<file path="src/rtl/uart_pkg.sv">
// Shared UART definitions: frame geometry and receiver state encoding.
// The transmitter imports the same frame constants so both ends agree on 8N1.
package uart_pkg;

  typedef enum logic [1:0] {
    IDLE,
    START,
    RECEIVE
  } rx_state_t;

  localparam int DATA_BITS  = 8;
  localparam int FRAME_BITS = 10;

endpackage

</file>
<file path="src/rtl/uart_rx_sm.sv">
// Receiver frame sequencer: tracks IDLE/START/RECEIVE and issues counter clear,
// data shift and byte-ready strobes. Current state is exported for observation.
module uart_rx_sm
  import uart_pkg::*;
(
  input  logic       clk,
  input  logic       rst,
  input  logic       start_det,
  input  logic       sample,
  input  logic [3:0] bit_cnt,
  input  logic       rx_s,
  output logic       clr_cnt,
  output logic       shift,
  output logic       set_rdy,
  output logic [1:0] state
);

  localparam logic [3:0] STOP_IDX = 4'(FRAME_BITS - 1);

  rx_state_t state_q;
  rx_state_t state_d;

  always_comb begin
    state_d = state_q;
    clr_cnt = 1'b0;
    shift   = 1'b0;
    set_rdy = 1'b0;
    case (state_q)
      IDLE: begin
        if (start_det) begin
          clr_cnt = 1'b1;
          state_d = START;
        end
      end
      START: begin
        // A start bit that is high again at its centre was only a glitch.
        if (sample) begin
          state_d = rx_s ? IDLE : RECEIVE;
        end
      end
      RECEIVE: begin
        if (sample) begin
          if (bit_cnt == STOP_IDX) begin
            set_rdy = 1'b1;
            state_d = IDLE;
          end else begin
            shift = 1'b1;
          end
        end
      end
      default: state_d = IDLE;
    endcase
  end

  always_ff @(posedge clk) begin
    if (rst) begin
      state_q <= IDLE;
    end else begin
      state_q <= state_d;
    end
  end

  assign state = state_q;

endmodule

</file>
<file path="src/rtl/uart_rx.sv">
// 8N1 UART receiver: two-flop RX synchronizer, centre-of-bit sampling, and a
// held byte with ready and framing-error flags for the command layer.
module uart_rx
  import uart_pkg::*;
#(
  parameter int BAUD_CNT = 2604
) (
  input  logic       clk,
  input  logic       rst,
  input  logic       RX,
  input  logic       clr_rdy,
  output logic [7:0] rx_data,
  output logic       rdy,
  output logic       frm_err
);

  localparam int CW = $clog2(BAUD_CNT + 1);
  // The detect cycle itself is the first cycle of the half-bit wait, so the
  // first strobe lands BAUD_CNT/2 cycles after it.
  localparam logic [CW-1:0] HALF_LOAD  = CW'(BAUD_CNT / 2 - 1);
  localparam logic [CW-1:0] BIT_RELOAD = CW'(BAUD_CNT - 1);

  logic [1:0]           rx_sync_q, rx_sync_d;
  logic                 rx_prev_q, rx_prev_d;
  logic [CW-1:0]        baud_q, baud_d;
  logic [3:0]           bit_cnt_q, bit_cnt_d;
  logic [DATA_BITS-1:0] shreg_q, shreg_d;
  logic [DATA_BITS-1:0] rx_data_q, rx_data_d;
  logic                 rdy_q, rdy_d;
  logic                 frm_err_q, frm_err_d;

  logic       rx_s;
  logic       in_idle;
  logic       start_det;
  logic       sample;
  logic       clr_cnt;
  logic       shift;
  logic       set_rdy;
  logic [1:0] state;

  assign rx_s      = rx_sync_q[1];
  assign in_idle   = (state == IDLE);
  assign start_det = in_idle && rx_prev_q && !rx_s;
  assign sample    = !in_idle && (baud_q == '0);

  uart_rx_sm u_sm (
    .clk       (clk),
    .rst       (rst),
    .start_det (start_det),
    .sample    (sample),
    .bit_cnt   (bit_cnt_q),
    .rx_s      (rx_s),
    .clr_cnt   (clr_cnt),
    .shift     (shift),
    .set_rdy   (set_rdy),
    .state     (state)
  );

  always_comb begin
    rx_sync_d = {rx_sync_q[0], RX};
    rx_prev_d = rx_s;

    baud_d = baud_q;
    if (clr_cnt) begin
      baud_d = HALF_LOAD;
    end else if (sample) begin
      baud_d = BIT_RELOAD;
    end else if (!in_idle) begin
      baud_d = baud_q - 1'b1;
    end

    bit_cnt_d = bit_cnt_q;
    if (clr_cnt) begin
      bit_cnt_d = '0;
    end else if (sample) begin
      bit_cnt_d = bit_cnt_q + 4'd1;
    end

    // LSB arrives first, so after eight right shifts it sits in bit 0.
    shreg_d = shift ? {rx_s, shreg_q[DATA_BITS-1:1]} : shreg_q;

    rx_data_d = rx_data_q;
    frm_err_d = frm_err_q;
    if (set_rdy) begin
      rx_data_d = shreg_q;
      frm_err_d = ~rx_s;
    end

    rdy_d = rdy_q;
    if (set_rdy) begin
      rdy_d = 1'b1;
    end else if (clr_rdy || start_det) begin
      rdy_d = 1'b0;
    end
  end

  always_ff @(posedge clk) begin
    if (rst) begin
      rx_sync_q <= 2'b11;
      rx_prev_q <= 1'b1;
      baud_q    <= '0;
      bit_cnt_q <= '0;
      shreg_q   <= '0;
      rx_data_q <= '0;
      rdy_q     <= 1'b0;
      frm_err_q <= 1'b0;
    end else begin
      rx_sync_q <= rx_sync_d;
      rx_prev_q <= rx_prev_d;
      baud_q    <= baud_d;
      bit_cnt_q <= bit_cnt_d;
      shreg_q   <= shreg_d;
      rx_data_q <= rx_data_d;
      rdy_q     <= rdy_d;
      frm_err_q <= frm_err_d;
    end
  end

  assign rx_data = rx_data_q;
  assign rdy     = rdy_q;
  assign frm_err = frm_err_q;

endmodule
</file>
<file path="config.mk">
export PLATFORM = sky130hd
export DESIGN_NAME = uart_rx
export DESIGN_NICKNAME = d
export VERILOG_FILES = /design/src/rtl/uart_pkg.sv /design/src/rtl/uart_rx_sm.sv /design/src/rtl/uart_rx.sv
export SDC_FILE = /design/constraint.sdc
export NUM_CORES = 1
export LEC_CHECK = 0
export CAP_MARGIN = 20
export CORE_MARGIN = 1
export CORE_UTILIZATION = 50
export CTS_CLUSTER_DIAMETER = 80
export DETAILED_ROUTE_END_ITERATION = 12
export HOLD_SLACK_MARGIN = 0.12
export PLACE_DENSITY = 0.7
export SETUP_SLACK_MARGIN = 0.15
export SYNTH_ARGS = -nofsm -noshare
export SYNTH_HDL_FRONTEND = slang
export SYNTH_HIERARCHICAL = 1
export SYNTH_SLANG_ARGS = --single-unit
</file>
<file path="constraint.sdc">
create_clock -name clk -period 2.25 [get_ports clk]
set_input_delay 0.45 -clock clk [delete_from_list [all_inputs] [get_ports clk]]
set_output_delay 0.45 -clock clk [all_outputs]
set_load 0.1 [all_outputs]
</file>
# [Word-level counts from Yosys, hierarchy flattened]
# Cells that the tools add are included.
[op_classes] addsub=2 n_bitwise=1 reduce_logical=12 eq_ne=9 muxes=19
[op_table] operator="$mux W12" count=2
[op_table] operator="$logic_not A12 Y1" count=1
[op_table] operator="$sub A12 B1 Y12 const B" count=1
[op_table] operator="$mux W11" count=1
[op_table] operator="$mux W1" count=10
[op_table] operator="$mux W2" count=5
[op_table] operator="$ne A2 B1 Y1 const B" count=3
[op_table] operator="$pmux W2 S3" count=1
[op_table] operator="$add A4 B1 Y4 const B" count=1
[op_table] operator="$eq A4 B4 Y1 const B" count=1
[op_table] operator="$ne A2 B2 Y1 const B" count=2
[op_table] operator="$reduce_and A4 Y1" count=1
[op_table] operator="$logic_and A1 B1 Y1" count=3
[op_table] operator="$ne A3 B1 Y1 const B" count=1
[op_table] operator="$reduce_or A3 Y1" count=1
[op_table] operator="$eq A2 B1 Y1 const B" count=1
[op_table] operator="$eq A2 B2 Y1 const B" count=1
[op_table] operator="$logic_not A1 Y1" count=2
[op_table] operator="$logic_not A2 Y1" count=1
[op_table] operator="$reduce_bool A2 Y1" count=1
[op_table] operator="$reduce_or A2 Y1" count=1
[op_table] operator="$logic_or A1 B1 Y1" count=1
[op_table] operator="$not A1 Y1" count=1
[word_totals] inputBits=4 ff_bits=39 out_inout_bits=10

# [Logic depth before layout (Yosys ltp)]
# Gate-level depths: netlist of the first run.
[depth] depth_word=6 depth_mapped=10 ltp_nobuf=8

# [By module]
# Netlist of the first run, hierarchy kept.
[by_module_without_submodules] module="uart_rx" n_inst=1 cells_per_inst=170 area_each_um2=1587.8
[by_module_without_submodules] module="uart_rx_sm" n_inst=1 cells_per_inst=15 area_each_um2=117.6

# [Worst setup path before layout of the first run]
# OpenSTA, ideal clock, no wires.
[synth_path] path_kind="register to register" from="register baud_q[0]" to="register rx_data_q[1] (netlist: rx_data[1])" n_path_buf=2 t_arrival_ps=1953 setup_time_ps=128 required_time_ps=2122 stages_incl_launch_ff=11 slack_ps=169 path_cell_list="dfxtp_1 -> inv_1 -> ha_1 -> nand2b_1 -> clkbuf_1 -> nor3_1 -> nand2_1 -> nor2_1 -> clkbuf_1 -> mux2i_1 -> nor2_1"
[synth_between] elab_chain_len=4
[synth_lines] element="start, declared" line="uart_rx.sv:25" rtl="logic [CW-1:0] baud_q, baud_d;"
[synth_lines] element="start signal, assigned" line="uart_rx.sv:110" rtl="baud_q <= baud_d;"
[synth_lines] element="$logic_not A12 Y1" line="uart_rx.sv:44" rtl="assign sample = !in_idle && (baud_q == '0);"
[synth_lines] element="$logic_and A1 B1 Y1" line="uart_rx.sv:44"
[synth_lines] element="net sample" line="uart_rx.sv:35" rtl="logic sample;"
[synth_lines] element="$mux W1" line="uart_rx_sm.sv:42" rtl="if (sample) begin"
[synth_lines] element="$mux W1" line="uart_rx_sm.sv:28" rtl="case (state_q)"
[synth_lines] element="end signal, assigned" line="uart_rx.sv:113" rtl="rx_data_q <= rx_data_d;"
[synth_lines] element="end, declared" line="uart_rx.sv:28" rtl="logic [DATA_BITS-1:0] rx_data_q, rx_data_d;"
# The timed path passes the listed nets, and every way through them passes these cells.
# A chain may end at the register's enable or synchronous reset.

# [Worst setup path in the final report of the first run]
[layout_path] from="register u_sm.state_q[1] (netlist: u_sm/state[1])" to="register baud_q[11]"
[layout_between] elab_chain_len=6 elab_cells_between_ends=10 cone_classes="eq/ne (1); mux (3); reduce/logical (6)"
[layout_lines] element="start, declared" line="uart_rx_sm.sv:20" rtl="rx_state_t state_q;"
[layout_lines] element="start signal, assigned" line="uart_rx_sm.sv:59" rtl="state_q <= state_d;"
[layout_lines] element="$logic_not A2 Y1" line="uart_rx.sv:42" rtl="assign in_idle = (state == IDLE);"
[layout_lines] element="$logic_and A1 B1 Y1 (2 in series)" line="uart_rx.sv:43" rtl="assign start_det = in_idle && rx_prev_q && !rx_s;"
[layout_lines] element="net start_det" line="uart_rx.sv:34" rtl="logic start_det;"
[layout_lines] element="$mux W1" line="uart_rx_sm.sv:30" rtl="if (start_det) begin"
[layout_lines] element="$mux W1" line="uart_rx_sm.sv:28"
[layout_lines] element="net clr_cnt" line="uart_rx.sv:36" rtl="logic clr_cnt;"
[layout_lines] element="$reduce_or A2 Y1 (no source line)"
# The timed path passes the listed nets, and every way through them passes these cells.

==> impl_metrics.toml, run 1 <==
[outcome]
status = "completed"

[cts]
ctsResizeCount = 0
cts-root-to-sink-buffers = 2
numClockSinks = 39
cts_setup_buffers = 0
cts_root_buf = "clkbuf_4"
insertion_delay_ns = 0.35
path_clk_slew_ns = 0.12
cts_tree = "built"
hold_buffers = 0
numCtsBuffers = 5
cts.htree.levels = 2

[power_and_ir_drop]
p_leak_nw = 0.703
power_mw = 1.35
powerDensity_mw_per_mm2 = 690
ir_worst_vdd_mv = 0.534

[job]
maxCapViolations = 0

[sta]
whs_ns = 0.430
hold_viol = 0
drv_slew = 0
post-route-period-util_pct = 86.5
skew_ns = 0.0131
grt_setup_unrepaired = "no"
tightest_slew_ns = 0.592
clock.fmax_ghz = 0.514
worst_slack_ns = 0.305
slew_headroom_pct = 60.3
fin_crit_ns = 1.95
tns_ns = 0
setup_viol = 0

[global_routing]
grt_pass1_vias = 1253
grt.overflow.total = 0
antenna_found_initial = 0
grt_max_degree = 29
track_usage_pct = 21.4
grt_first_pass_wirelength_mm = 5.69

[placement]
post-dp-hpwl_mm = 2.35
gp_congestion = 0.820
placed_cells = 239
numPortBuffers = 13
place_ws_ns = 0.340

[layout]
fillers = 298
layout_commonest_cell = "dfxtp_1"
syn2layout_area_growth_pct = 14.3
seq_area_um2 = 781
drive_gt1_share_pct = 16.7
final_cells = 247
antennaDiodeCount = 0
multiInputGateArea_um2 = 876
layout_common_cells = "dfxtp_1 (39), nor2_1 (30), mux2i_1 (17)"
num-nets-final = 209

[detailed_routing]
routedWlPerCell_um = 13.6
dr_total_vias = 1382
drtAntennaViolNets = 0
drt_iter0_drc = 70
postRouteWirelength_mm = 3.35
drc_errors = 0
firstDrtPassIters = 4
vias_per_cell = 5.60

[floorplanning]
core-area_mm2 = 0.00315
die_x_um = 60.4
start_util_pct = 54.1
die_area_mm2 = 0.00365
die_h_um = 60.4
io_pins = 14
rows = 20

[synth]
synth-seq-cells = 39
syn_inst = 185
synth_edf_count = 0
async_flop_share_pct = 0
synthFlopType = "dfxtp_1"
synth_area_mm2 = 0.00171
syn-num-nets = 192
synth_area_per_cell_um2 = 9.22
ys_seq_area_share_pct = 45.8
ys_types = 43
ys_warn_count = 6

[worst_setup_path]
crit_fanout = 11
crit_arrival_ns = 2.21
cp.required_ns = 2.52
cp-start-kind = "flip-flop"
endpoint_kind = "flip-flop"
critPathKind = "flip-flop to flip-flop"

[hold_path]
hp-class = "flip-flop to flip-flop"
worst paths after layout:
| path | from | endpoint | slack, ns | cells past startpoint |
|---|---|---|---|---|
| hold / removal | rx_sync_q[0]$_SDFF_PP1_ | rx_sync_q[1]$_SDFF_PP1_ | 0.43 | 1 |
| hold reg to reg | rx_sync_q[0]$_SDFF_PP1_ | rx_sync_q[1]$_SDFF_PP1_ | 0.43 | 1 |
| setup / recovery | u_sm/state[1]$_SDFFE_PP0P_ | baud_q[11]$_SDFFE_PP0P_ | 0.30 | 7 |
| setup reg to reg | u_sm/state[1]$_SDFFE_PP0P_ | baud_q[11]$_SDFFE_PP0P_ | 0.30 | 7 |
critical path, stage by stage (launching register included):
cell and delay, ns:
dfxtp_1 0.37, or2_0 0.31, nor3b_1 0.30, nand2b_1 0.12, nor2_1 0.28, or2_2 0.31, a31oi_1 0.07, o21a_1 0.11
sequential cells by signal (all words and copies together) (netlist names):
| signal | cells |
|---|---|
| frm_err | 1 |
| bit_cnt_q | 4 |
| rx_prev_q | 1 |
| rx_data | 8 |
| rdy | 1 |
| shreg_q | 8 |
| rx_sync_q | 2 |
| baud_q | 12 |
| u_sm/state | 2 |
metal layers:
| metal | track usage [%] | vias to the layer above | part of all wire (%) | wire (um) |
|---|---|---|---|---|
| met5 | 0 | - | 0 | 0 |
| met4 | 7.97 | 0 | 1.6 | 52 |
| met2 | 32.8 | 20 | 45 | 1500 |
| li1 | - | 694 | - | - |
| met1 | 28.1 | 661 | 50 | 1670 |
| met3 | 7.04 | 7 | 3.9 | 132 |
cell type report:
cell class,instances,area share [%]
well taps,44,2.82
repair buffers,19,7.70
flip-flops and latches,39,40.1
inverters,5,0.963
clock buffers,8,3.53
multi-input cells,132,44.9
cell families after synthesis:
| family | after synthesis | share of synthesized area [%] |
|---|---|---|
| xor+xnor | 6 | 3.08 |
| compound gates | 31 | 11.2 |
| mux | 17 | 9.98 |
| flops | 39 | 45.8 |
| buf+inv | 14 | 3.15 |
| simple gates | 75 | 24.7 |
| fa+ha+maj | 3 | 2.20 |
cells in the mapped netlist, types with 2 or more instances:
master / n / share of area [%]
dfxtp_1: 39 / 46
nor2_1: 30 / 6.6
mux2i_1: 17 / 10
a21oi_1: 12 / 3.5
clkbuf_1: 8 / 1.8
nor3_1: 6 / 1.8
inv_1: 5 / 1.1
o21ai_0: 5 / 1.5
or2_2: 5 / 1.8
nand3_1: 4 / 1.2
xor2_1: 4 / 2.1
ha_1: 3 / 2.2
nand2_1: 3 / 0.66
nand4_1: 3 / 1.1
nor4_1: 3 / 1.1
or4_1: 3 / 1.3
a211oi_1: 2 / 0.88
a31oi_1: 2 / 0.73
nand2b_1: 2 / 0.73
nor2b_1: 2 / 0.73
nor3b_1: 2 / 0.88
o31ai_1: 2 / 0.88
or3_1: 2 / 0.73
xnor2_1: 2 / 1.0
report_power, final:
part	switching (mW)	total (mW)	internal, mW	leakage [nW]
registers	0.0323	0.746	0.713	0.316
logic	0.112	0.195	0.0831	0.348
clock network	0.221	0.405	0.184	0.0386
total	0.365	1.35	0.981	0.703
per-stage QoR:
step | utilization [%] | instance area, um2
CTS | 61.7 | 1940
floorplan | - | 1710
detailed placement | 59.5 | 1880
finish | 61.8 | 1950
global placement | 59.5 | 1880
global route | 61.8 | 1950
No activity file was read; power rests on OpenSTA's default activity.
==> inputs of run 2 (changes only) <==
DONT_BUFFER_PORTS = 1   (was not set)
PLACE_DENSITY = 0.68   (was 0.7)
==> run 2 against run 1 <==
Effect of this change: first-iteration DRC count down 13%; global-route usage down 0.63 points; setup slack worse by 0.0076 ns; critical path depth up 1; largest power group unchanged; highest routed layer unchanged; sequential share of layout area up 0.42 points.
==> impl_metrics.toml, run 2 (synthesis results as in run 1) <==
[outcome]
status = "completed"

[cts]
cts.htree.levels = 2
insertion_delay_ns = 0.34
numCtsBuffers = 5
hold_buffers = 0
cts_tree = "built"
cts_root_buf = "clkbuf_4"
numClockSinks = 39
path_clk_slew_ns = 0.11
cts-root-to-sink-buffers = 2

[power_and_ir_drop]
power_mw = 1.42
p_clk_share_pct = 34.3
p_int_mw = 1.06
switching_share_pct = 25.4
p_leak_nw = 0.695
ir_worst_vdd_mv = 0.635
power_frac_seq_pct = 52.4
powerDensity_mw_per_mm2 = 736
p_sw_mw = 0.361
pwr-share-comb_pct = 13.3

[placement]
dpl_cell_area_mm2 = 0.00183
numPortBuffers = 0
gp_congestion = 0.839
post-dp-hpwl_mm = 2.36
place_ws_ns = 0.260
placed_cells = 234

[floorplanning]
die_h_um = 60.4
die_x_um = 60.4
io_pins = 14
start_util_pct = 54.1
core-area_mm2 = 0.00315
rows = 20
die_area_mm2 = 0.00365

[layout]
antennaDiodeCount = 0
layout_commonest_cell = "dfxtp_1"
stdcell_area_mm2 = 0.00193
syn2layout_area_growth_pct = 13.1
finish.utilization_pct = 61.2
fillers = 289
largest_register_ffs = 12
final_cells = 243
layout_common_cells = "dfxtp_1 (39), nor2_1 (30), mux2i_1 (17)"
drive_gt1_share_pct = 17.1
top_register = "baud_q"
num-nets-final = 205

[global_routing]
grt_max_degree = 30
track_usage_pct = 20.8
antenna_found_initial = 0
grt_pass1_vias = 1319
grt_first_pass_wirelength_mm = 5.54
grt.overflow.total = 0

[detailed_routing]
firstDrtPassIters = 4
routedWlPerCell_um = 13.3
drtAntennaViolNets = 0
vias_per_cell = 5.66
postRouteWirelength_mm = 3.24
dr_total_vias = 1376
drc_errors = 0
drt_iter0_drc = 61

[sta]
hold_viol = 0
drv_slew = 0
clock.fmax_ghz = 0.512
setup_viol = 0
tns_ns = 0
grt_setup_unrepaired = "no"
tightest_slew_ns = 0.547
whs_ns = 0.161
slew_headroom_pct = 63.2
fin_crit_ns = 1.95
skew_ns = 0.00497
worst_slack_ns = 0.297
post-route-period-util_pct = 86.8

[worst_setup_path]
crit_fanout = 11
critPathKind = "flip-flop to flip-flop"
cp.required_ns = 2.50
endpoint_kind = "flip-flop"
cp-start-kind = "flip-flop"
crit_arrival_ns = 2.20

[job]
maxCapViolations = 0

[hold_path]
hp-class = "input pin to flip-flop"
## run 2: changes by cell type in the layout (fill, tap and decap cells not counted), sizes merged
cell,delta
buf,-1
clkinv,+1
bufinv,+1
clkdlybuf4s50,-3
clkbuf,-2
## run 2: timing repair
| action | 4_1_cts | 5_1_grt |
|---|---|---|
| setup buffers | 0 | 1 |
| setup endpoints to repair | 0 | 17 |
| gates resized for setup | 0 | 1 |
## run 2: worst paths after layout
check / from / end / slack [ns] / cells past startpoint
worst min register to register: rx_sync_q[0]$_SDFF_PP1_ / rx_sync_q[1]$_SDFF_PP1_ / 0.43 / 1
worst min-delay path: rst / u_sm/state[1]$_SDFFE_PP0P_ / 0.16 / 1
worst max-delay path: baud_q[5]$_SDFFE_PP0P_ / rx_data[1]$_SDFFE_PP0P_ / 0.30 / 8
worst max register to register: baud_q[5]$_SDFFE_PP0P_ / rx_data[1]$_SDFFE_PP0P_ / 0.30 / 8
## run 2: cell type report
cell class	count	area, um2	share of cell area, %
Multi-Input combinational cell	132	876	45.4
Inverter	5	18.8	0.973
Tap cell	44	55.1	2.85
Timing Repair Buffer	15	113	5.84
Clock buffer	6	51.3	2.66
Sequential cell	39	781	40.5
Clock inverter	2	35.0	1.82
## run 2: routing by layer
| metal | vias to the layer above | track usage, % | share of wire [%] | routed length [um] |
|---|---|---|---|---|
| met5 | - | 0 | 0 | 0 |
| met4 | 0 | 11.0 | 1.3 | 43 |
| met3 | 4 | 6.18 | 4.7 | 151 |
| met2 | 34 | 36.7 | 51 | 1640 |
| met1 | 656 | 22.2 | 43 | 1400 |
| li1 | 682 | - | - | - |
## run 2: power groups by stage
stage	clock network [mW]	logic, mW	registers (mW)
after CTS	0.504	0.176	0.744
after detailed placement	0	0.176	0.760
after global placement	0	0.171	0.759
after global routing	0.529	0.206	0.749
after floorplan	0	0.147	0.753
final	0.487	0.189	0.744
## run 2: critical path: stages (launching register included)
cell	delay (ns)
dfxtp_1	0.39
nor4_4	0.39
nand3_1	0.15
nor3_2	0.26
nand2_1	0.07
nor2_1	0.11
buf_4	0.23
mux2i_1	0.21
nor2_1	0.05
